--- src/rtl/conv_encoder_pkg.sv ---
// rtl/conv_encoder_pkg.sv - shared constants, generator defaults and FSM encodings for the K=3 code
package conv_encoder_pkg;

   localparam int K = 3;
   localparam logic [K-1:0] G0_DEFAULT = 3'b111;
   localparam logic [K-1:0] G1_DEFAULT = 3'b101;
   localparam int BYTE_W = 8;
   localparam int CODE_W = 2 * BYTE_W;

   typedef enum logic [1:0] {
      ST_IDLE   = 2'd0,
      ST_ENCODE = 2'd1,
      ST_OUTPUT = 2'd2
   } enc_state_e;

   function automatic logic parity3(input logic [K-1:0] v);
      return ^v;
   endfunction

endpackage

--- src/rtl/conv_enc_step.sv ---
// rtl/conv_enc_step.sv - one trellis step: (u, s1, s2) -> coded pair and next shift-register state
module conv_enc_step
   import conv_encoder_pkg::*;
#(
   parameter logic [K-1:0] G0 = G0_DEFAULT,
   parameter logic [K-1:0] G1 = G1_DEFAULT
) (
   input  logic u,
   input  logic s1,
   input  logic s2,
   output logic c0,
   output logic c1,
   output logic next_s1,
   output logic next_s2
);

   logic [K-1:0] window;

   // Tap vector ordering: MSB is the incoming bit, LSB the oldest stored bit.
   assign window  = {u, s1, s2};
   assign c0      = parity3(G0 & window);
   assign c1      = parity3(G1 & window);
   assign next_s1 = u;
   assign next_s2 = s1;

endmodule

--- src/rtl/conv_encoder.sv ---
// rtl/conv_encoder.sv - rate-1/2 byte-framed convolutional encoder with ready/valid handshakes
module conv_encoder
   import conv_encoder_pkg::*;
#(
   parameter logic [K-1:0] G0 = G0_DEFAULT,
   parameter logic [K-1:0] G1 = G1_DEFAULT
) (
   input  logic              clk,
   input  logic              rst,
   input  logic              in_valid,
   output logic              in_ready,
   input  logic [BYTE_W-1:0] data_in,
   output logic              out_valid,
   input  logic              out_ready,
   output logic [CODE_W-1:0] data_out,
   output logic              busy,
   output logic [15:0]       frame_cnt
);

   enc_state_e        state_r, state_nxt;
   logic [BYTE_W-1:0] byte_r;
   logic              s1_r, s2_r;
   logic [2:0]        bit_cnt_r;
   logic [CODE_W-1:0] code_r;
   logic [15:0]       frame_cnt_r;

   logic u, c0, c1, next_s1, next_s2;

   assign u = byte_r[3'd7 - bit_cnt_r];

   conv_enc_step #(
      .G0(G0),
      .G1(G1)
   ) u_step (
      .u      (u),
      .s1     (s1_r),
      .s2     (s2_r),
      .c0     (c0),
      .c1     (c1),
      .next_s1(next_s1),
      .next_s2(next_s2)
   );

   always_comb begin
      state_nxt = state_r;
      in_ready  = 1'b0;
      out_valid = 1'b0;
      busy      = 1'b0;
      case (state_r)
         ST_IDLE: begin
            in_ready = 1'b1;
            if (in_valid) state_nxt = ST_ENCODE;
         end
         ST_ENCODE: begin
            busy = 1'b1;
            if (bit_cnt_r == 3'd7) state_nxt = ST_OUTPUT;
         end
         ST_OUTPUT: begin
            busy      = 1'b1;
            out_valid = 1'b1;
            if (out_ready) state_nxt = ST_IDLE;
         end
         default: state_nxt = ST_IDLE;
      endcase
   end

   always_ff @(posedge clk) begin
      if (rst) begin
         state_r     <= ST_IDLE;
         byte_r      <= '0;
         s1_r        <= 1'b0;
         s2_r        <= 1'b0;
         bit_cnt_r   <= 3'd0;
         code_r      <= '0;
         frame_cnt_r <= 16'd0;
      end else begin
         state_r <= state_nxt;
         case (state_r)
            ST_IDLE: begin
               if (in_valid) begin
                  byte_r    <= data_in;
                  s1_r      <= 1'b0;
                  s2_r      <= 1'b0;
                  bit_cnt_r <= 3'd0;
                  code_r    <= '0;
               end
            end
            ST_ENCODE: begin
               // Shifting left lands the first (MSB) pair in the top two bits.
               s1_r      <= next_s1;
               s2_r      <= next_s2;
               bit_cnt_r <= bit_cnt_r + 3'd1;
               code_r    <= {code_r[CODE_W-3:0], c0, c1};
            end
            ST_OUTPUT: begin
               if (out_ready) frame_cnt_r <= frame_cnt_r + 16'd1;
            end
            default: ;
         endcase
      end
   end

   assign data_out  = out_valid ? code_r : '0;
   assign frame_cnt = frame_cnt_r;

endmodule
--- config.mk ---
export PLATFORM = sky130hd
export DESIGN_NAME = conv_encoder
export DESIGN_NICKNAME = d
export VERILOG_FILES = /design/src/rtl/conv_encoder_pkg.sv /design/src/rtl/conv_enc_step.sv /design/src/rtl/conv_encoder.sv
export SDC_FILE = /design/constraint.sdc
export NUM_CORES = 1
export LEC_CHECK = 0
export ABC_AREA = 0
export BUFFER_PORTS_ARGS = -buffer_cell sky130_fd_sc_hd__buf_2
export CAP_MARGIN = 20
export CORE_ASPECT_RATIO = 1.5
export CORE_MARGIN = 4
export CORE_UTILIZATION = 35
export CTS_BUF_LIST = sky130_fd_sc_hd__clkbuf_4 sky130_fd_sc_hd__clkbuf_8 sky130_fd_sc_hd__clkbuf_16
export CTS_CLUSTER_DIAMETER = 100
export DETAILED_ROUTE_END_ITERATION = 8
export GPL_ROUTABILITY_DRIVEN = 0
export GPL_TIMING_DRIVEN = 0
export SYNTH_ARGS = -nofsm -noshare
export SYNTH_HDL_FRONTEND = slang
export SYNTH_SLANG_ARGS = --single-unit
export TNS_END_PERCENT = 30
--- constraint.sdc ---
create_clock -name clk -period 2.9 [get_ports clk]
set_clock_uncertainty 0.15 [all_clocks]
set_input_delay 0.29 -clock clk [delete_from_list [all_inputs] [get_ports clk]]
set_output_delay 0.29 -clock clk [all_outputs]
set_load 0.01 [all_outputs]
[Yosys cells after proc, flatten, opt, wreduce, memory -nomap -nowiden]
Index checks and enable logic that the tools add are counted.
Storage, ports and cells
  bits in latches: 0
  register bits after elaboration: 47
  bits in read-only memories: 0
  output and inout port bits: 35
  bits of input ports: 12
  memory bits (writable): 0
  word-level logic and storage cells: 43
  memories: 0
Cells by class
  shift-type cells: 0
  eq/ne operators: 6
  multiply operators: 0
  add/subtract/negate cells: 3
  bitwise operators: 0
  divide/modulo/power cells: 0
  muxes and demuxes: 17
  magnitude comparators: 1
  reduce and logical (&&, ||, !) cells: 9
Operator list (count)
  $mux 16: 2
  $pmux 16 s2: 1
  $add 16x1->16 const B: 1
  $mux 2: 3
  $ne 2x2->1 const B: 3
  $pmux 2 s3: 1
  $pmux 3 s2: 1
  $reduce_and 2->1: 3
  $reduce_xor 3->1: 2
  $mux 1: 5
  $lt 3x4->1 const B: 1
  $pmux 1 s2: 2
  $add 3x1->3 const B: 1
  $bmux 1 s3: 1
  $eq 3x3->1 const B: 1
  $mux 3: 1
  $reduce_and 3->1: 1
  $sub 3x3->3 const A: 1
  $eq 2x1->1 const B: 1
  $eq 2x2->1 const B: 1
  $logic_not 2->1: 1
  $reduce_bool 2->1: 1
  $reduce_or 2->1: 1

[Depth between registers and ports, before layout]
Gate-level depths: netlist of the first run.
  depth after elaboration: 5
  mapped depth: 7
  gate-level depth less buffers: 6

[Modules after synthesis]
Synthesis of the first run repeated with hierarchy kept, for this count alone.
Second synthesis, totals
  cells, all modules: 235
  area total of the unflattened synthesis: 2127.0 um^2
By module, submodules not included
  conv_encoder: area each 2079.5 um^2, instances 1, cells each 231, sequential area each 940.9 um^2
  conv_enc_step: area each 47.5 um^2, instances 1, cells each 4, sequential area each 0.0 um^2

[Least setup slack after synthesis of the first run]
Ideal clock, no wire load.
  kind: reg2reg
  start point: reg state_r[0]
  end point: reg frame_cnt_r[15], in the netlist frame_cnt[15]
  library setup time: 70 ps
  buffers on the path: 0
  clock period less this slack: 2002 ps
  data arrival time: 1782 ps
  setup slack: 898 ps
  stages on the path, launching flop included: 7
  data required time: 2680 ps
  path through: dfxtp_1 -> inv_1 -> ha_1 -> nand3_1 -> or4_4 -> or3_1 -> a21oi_1
On the way
  cells in the longest elaborated chain, start to end: 2
Ends and longest elaborated chain
  start, declared: RTL line conv_encoder.sv:20  | enc_state_e state_r, state_nxt;
  start signal, assigned: RTL line conv_encoder.sv:77  | state_r <= state_nxt;
  $eq 2x2->1: RTL line conv_encoder.sv:78  | case (state_r)
  $reduce_and 2->1 (no line)
  end signal, assigned: RTL line conv_encoder.sv:96  | if (out_ready) frame_cnt_r <= frame_cnt_r + 16'd1;
  end, declared: RTL line conv_encoder.sv:25  | logic [15:0] frame_cnt_r;
No other way between the ends.
A chain may end at the register's enable or synchronous reset.

[Final worst setup path of the first run]
  start point: reg state_r[0]
  end point: out data_out[14]
On the way
  cells in the longest elaborated chain, start to end: 3
Ends and longest elaborated chain
  $eq 2x2->1: RTL line conv_encoder.sv:49  | case (state_r)
  $mux 1: RTL line conv_encoder.sv:49
  $mux 16: RTL line conv_encoder.sv:103  | assign data_out = out_valid ? code_r : '0;
  end, declared: RTL line conv_encoder.sv:15  | output logic [CODE_W-1:0] data_out,
No other way between the ends.

==> results_dict.tcl, run 1 <==
set metrics [dict create \
    netlist_instances 231 \
    setup_violations 0 \
    r2r_start "state_r[0]" \
    cts_buffer_depth 2 \
    drt-vias-per-instance 4.938 \
    cp-start-kind "flop" \
    hold_viol_final 0 \
    num_rows 34 \
    finalWorstSetupSlack_ps 491.0 \
    design_area_um2 2464 \
    power.leakage_nw 1.015 \
    p_switching_mw 0.4926 \
    cts_hold_buf 0 \
    fin_cells 355 \
    final_nets 303 \
    drt_iter0_drc 84 \
    utilization_pct 42.58 \
    grt_pass1_wl_mm 7.445 \
    switching_share_pct 32.99 \
    synth_area_per_cell_um2 8.948 \
    grt_pass1_vias 1615 \
    area_growth_pct 19.19 \
    rsz0062_at_grt "false" \
    slew_viol_final 0 \
    final_common_cell "dfxtp_1" \
    ir_drop_mv 0.3032 \
    dp.cells 349 \
    status "finished, final reports clean" \
    dr.pass1.iters 4 \
    drv_cap 0 \
    power.density_nw_per_um2 606.1 \
    synthesis.area_um2 2067 \
    htree_levels 2 \
    detail-route-antenna-nets 0 \
    cp_data_arrival_time_ps 1970 \
    initial_core_util_pct 35.73 \
    place_ws_ps 686.1 \
    intPower_mw 1.000 \
    grt-ovfl-total 0 \
    seqPwrFrac_pct 48.1 \
    p_comb_share_pct 27.3 \
    clk_pin_slew_ps 80 \
    cp_data_required_time_ps 2460 \
    post_cts_buffers 0 \
    ys_ff_latch 47 \
    hp-class "input port to flop" \
    post_dp_cell_area_um2 2387 \
    ys_types 32 \
    min_from "data_in[6]" \
    grt_max_degree 13 \
    yosys_warnings 0 \
    cts_tree "built" \
    total_power_mw 1.493 \
    die_area_um2 7224 \
    path_max_fanout 10 \
    tightest_slew_ps 502.0 \
    hpwl_mm 3.415 \
    pwr-share-clk_pct 24.6 \
    fin_crit_sh_pct 83.07 \
    grt_antenna_before_repair 0 \
    period_needed_ps 2409 \
    drive_gt1_share_pct 20.85 \
    drt-total-wl_mm 4.542 \
    num_vias 1753 \
    relSlewSlack_pct 66.53 \
    holdWs_ps 111.3 \
    clockRootBuffer "clkbuf_8" \
    cts_buffers 5 \
    die_h_um 102.1 \
    grtUsageTotal_pct 12.77 \
    num_io_pins 47 \
    cts_resized 0 \
    place.port_buffers 46 \
    fmax_mhz 415.1 \
    dieWidth_um 70.75 \
    core_um2 5786 \
    timing.reg2reg.setup_slack_ps 660 \
    antenna_cells 0 \
    drc_errors 0 \
    crit_path_end_kind "output port" \
    wire_per_inst_um 12.79 \
    crit_type "flop to output port" \
    crit_path_start "state_r[0]" \
    synth-seq-area-share_pct 45.52 \
    clock_latency_ps 290 \
    final_cell_mix "47 x dfxtp_1, 46 x buf_2, 31 x nor2_1, 18 x a22oi_1, 17 x nand2_1" \
    cts_sinks 47 \
    synth_nets 250 \
    setup_tns_ps 0 \
]
-- power groups by stage --
| stage | registers, mW | logic, mW | clock network (mW) |
|---|---|---|---|
| finish | 0.718 | 0.408 | 0.368 |
| global route | 0.724 | 0.457 | 0.409 |
| CTS | 0.719 | 0.413 | 0.383 |
| detailed placement | 0.733 | 0.410 | 0 |
| global placement | 0.733 | 0.408 | 0 |
| floorplan | 0.726 | 0.298 | 0 |
-- synthesized netlist by cell type (all sizes together) --
cell type / number / area [µm²]
or4: 1 / 11.26
and4: 2 / 18.77
a222oi: 1 / 10.01
mux4: 2 / 45.04
nand2: 17 / 63.81
nand4: 6 / 43.79
xnor3: 1 / 22.52
or2: 1 / 6.260
ha: 7 / 87.58
nand3b: 1 / 7.510
nor2: 31 / 116.4
and2: 16 / 100.1
xor2: 6 / 52.55
a21boi: 1 / 7.510
clkbuf: 11 / 41.29
inv: 6 / 22.52
a21oi: 14 / 70.07
a22oi: 18 / 135.1
xnor2: 5 / 43.79
nor3: 2 / 10.01
mux2: 1 / 11.26
mux2i: 4 / 40.04
nand3: 14 / 70.07
nand2b: 2 / 12.51
buf: 2 / 7.510
dfxtp: 47 / 940.9
o21ai: 5 / 25.02
nor4: 2 / 12.51
o22ai: 1 / 6.260
or3: 4 / 25.02
-- critical path: stages (launching register included) --
cell and delay [ps]:
dfxtp_1 340, inv_1 80, ha_1 270, clkbuf_1 350, clkbuf_1 320, and2_1 190
buf_2 130
-- flip-flops by register name (all words and copies together) (netlist names) --
signal,flops
s2_r,1
bit_cnt_r,3
byte_r,8
state_r,2
s1_r,1
code_r,16
frame_cnt,16
-- path summary, 6_finish.rpt --
path / endpoint / cells after the start
worst min-delay path: byte_r[6] / 3
worst max-delay path: data_out[14] / 6
worst min register to register: byte_r[0] / 2
worst max register to register: bit_cnt_r[2] / 7
-- final cells by class --
| class | count | area (µm²) |
|---|---|---|
| multi-input cells | 165 | 1055 |
| inverters | 6 | 22.52 |
| well taps | 72 | 90.09 |
| clock buffers | 6 | 76.32 |
| flip-flops and latches | 47 | 940.9 |
| repair buffers | 46 | 230.2 |
| plain buffers | 13 | 48.80 |
| fillers | 613 | 3322 |
-- per-layer routing --
| metal | wire length (µm) | global-route usage, % |
|---|---|---|
| met5 | 0 | 0 |
| met1 | 1981 | 15.15 |
| met4 | 48 | 3.907 |
| met2 | 2267 | 22.23 |
| met3 | 244 | 3.740 |
-- cell families after synthesis --
kind of cell	Yosys count	synth area share, %
adder cells (fa/ha/maj)	7	4.237
flip-flops	47	45.52
XOR/XNOR	12	5.750
AND/OR/NAND/NOR	99	24.09
buffers and inverters	19	3.450
AO/OA/AOI/OAI	40	12.29
multiplexers	7	4.661
Power figures use the tool's default switching activity.
==> run 2: changes to the inputs <==
clock period = 2.4 ns   (was 2.9 ns; I/O delays follow)
==> run 2 against run 1 <==
  * Utilization is 0.065 points higher
  * Sequential share of layout area is 0.058 points lower
  * Die area unchanged
  * Critical path type is now flop to flop
  * Critical endpoint is now frame_cnt[13]
  * Largest cell class unchanged
==> results_dict.tcl, run 2 (synthesis results as in run 1) <==
set metrics [dict create \
    rsz0062_at_grt "false" \
    regArea_um2 940.9 \
    fin_cells 355 \
    grt-ovfl-total 0 \
    crit_family "simple AND/OR/NAND/NOR gates" \
    clock_latency_ps 290 \
    tightest_slew_ps 509.1 \
    antenna_cells 0 \
    drc_errors 0 \
    relSlewSlack_pct 66.06 \
    fmax_mhz 466.5 \
    cp_slowest_cell "or4_4" \
    grtUsageTotal_pct 12.77 \
    path_buf_inv 1 \
    cts_buffer_depth 2 \
    drive_gt1_share_pct 21.91 \
    dieWidth_um 70.75 \
    htree_levels 2 \
    cts_sinks 47 \
    num_io_pins 47 \
    clk_pin_slew_ps 80 \
    drv_cap 0 \
    power.leakage_nw 1.025 \
    detail-route-antenna-nets 0 \
    cts_buffers 5 \
    holdWs_ps 61.03 \
    hpwl_mm 3.415 \
    drt-total-wl_mm 4.538 \
    grt_util_met3_pct 3.740 \
    hold_viol_final 0 \
    ir_drop_mv 0.3662 \
    crit_type "flop to flop" \
    fill_cells 610 \
    grt_pass1_vias 1615 \
    cp_data_arrival_time_ps 2210 \
    grt_pass1_wl_mm 7.445 \
    drt-vias-per-instance 4.941 \
    path_max_fanout 6 \
    slew_viol_final 0 \
    dp.cells 349 \
    met2_usage_pct 22.23 \
    cp_data_required_time_ps 2460 \
    post_cts_buffers 0 \
    grt_antenna_before_repair 0 \
    wire_per_inst_um 12.78 \
    fin_crit_sh_pct 89.32 \
    cts_hold_buf 0 \
    grt_max_degree 13 \
    crit_chain "inv_1 -> ha_1 -> nand3_1 -> or4_4 -> or3_1 -> a21oi_1" \
    power.density_nw_per_um2 732.4 \
    die_area_um2 7224 \
    core_um2 5786 \
    final_cell_mix "47 x dfxtp_1, 46 x buf_2, 31 x nor2_1, 18 x a22oi_1, 17 x nand2_1" \
    num_vias 1754 \
    place.port_buffers 46 \
    area_growth_pct 19.37 \
    hp-class "input port to flop" \
    setup_violations 0 \
    initial_core_util_pct 35.73 \
    final_common_cell "dfxtp_1" \
    cts_tree "built" \
    clockRootBuffer "clkbuf_8" \
    cp-start-kind "flop" \
    grtUsageMet1_pct 15.15 \
    status "finished, final reports clean" \
    busiest_layer "met2" \
    drt_iter0_drc 81 \
    die_h_um 102.1 \
    crit_path_end_kind "flop" \
    cts_resized 1 \
    multi_input_area_um2 1055 \
    total_power_mw 1.807 \
    utilization_pct 42.65 \
    num_rows 34 \
    final_nets 303 \
    cpPeakStageDelay_ps 580 \
    dr.pass1.iters 4 \
    period_needed_ps 2144 \
    setup_tns_ps 0 \
]
==> run 2: cell counts in the layout (fill, tap and decap cells not counted) <==
Identical to the previous run, type by type.
==> run 2: per-layer routing <==
metal | vias to the layer above | part of all wire [%]
li1 | 905 | -
met1 | 809 | 44
met2 | 36 | 50
met3 | 4 | 5.0
met4 | 0 | 1.1
met5 | - | 0
==> run 2: stage by stage <==
step	setup WS, ps	area (µm²)
4_1_cts	87.74	2465
6_report	256.4	2467
3_3_place_gp	159.1	2387
5_1_grt	86.34	2467
2_1_floorplan	397.9	2067
3_5_place_dp	186.1	2387
==> run 2: area by class of cell <==
cell class | instances | share of cell area (%)
Multi-Input combinational cell | 165 | 42.75
Sequential cell | 47 | 38.13
Timing Repair Buffer | 46 | 9.331
Tap cell | 72 | 3.651
Clock buffer | 6 | 3.093
Buffer | 13 | 2.130
Inverter | 6 | 0.9128
==> run 2: where the power goes <==
| group | internal, mW | switching (mW) | total (mW) |
|---|---|---|---|
| Combinational | 0.178 | 0.317 | 0.496 |
| Clock | 0.206 | 0.238 | 0.444 |
| Sequential | 0.828 | 0.0388 | 0.867 |
==> run 2: final timing paths <==
kind | from | to | slack [ps] | cells after the start
hold reg to reg | byte_r[0] | byte_r[0] | 310 | 2
setup reg to reg | state_r[0] | frame_cnt[13] | 260 | 6
hold / removal | data_in[6] | byte_r[6] | 60 | 3
setup / recovery | state_r[0] | frame_cnt[13] | 260 | 6
==> run 2: worst min-delay path, stage by stage <==
cell,delay [ps]
buf_2,100
nand3_1,60
a21oi_1,50
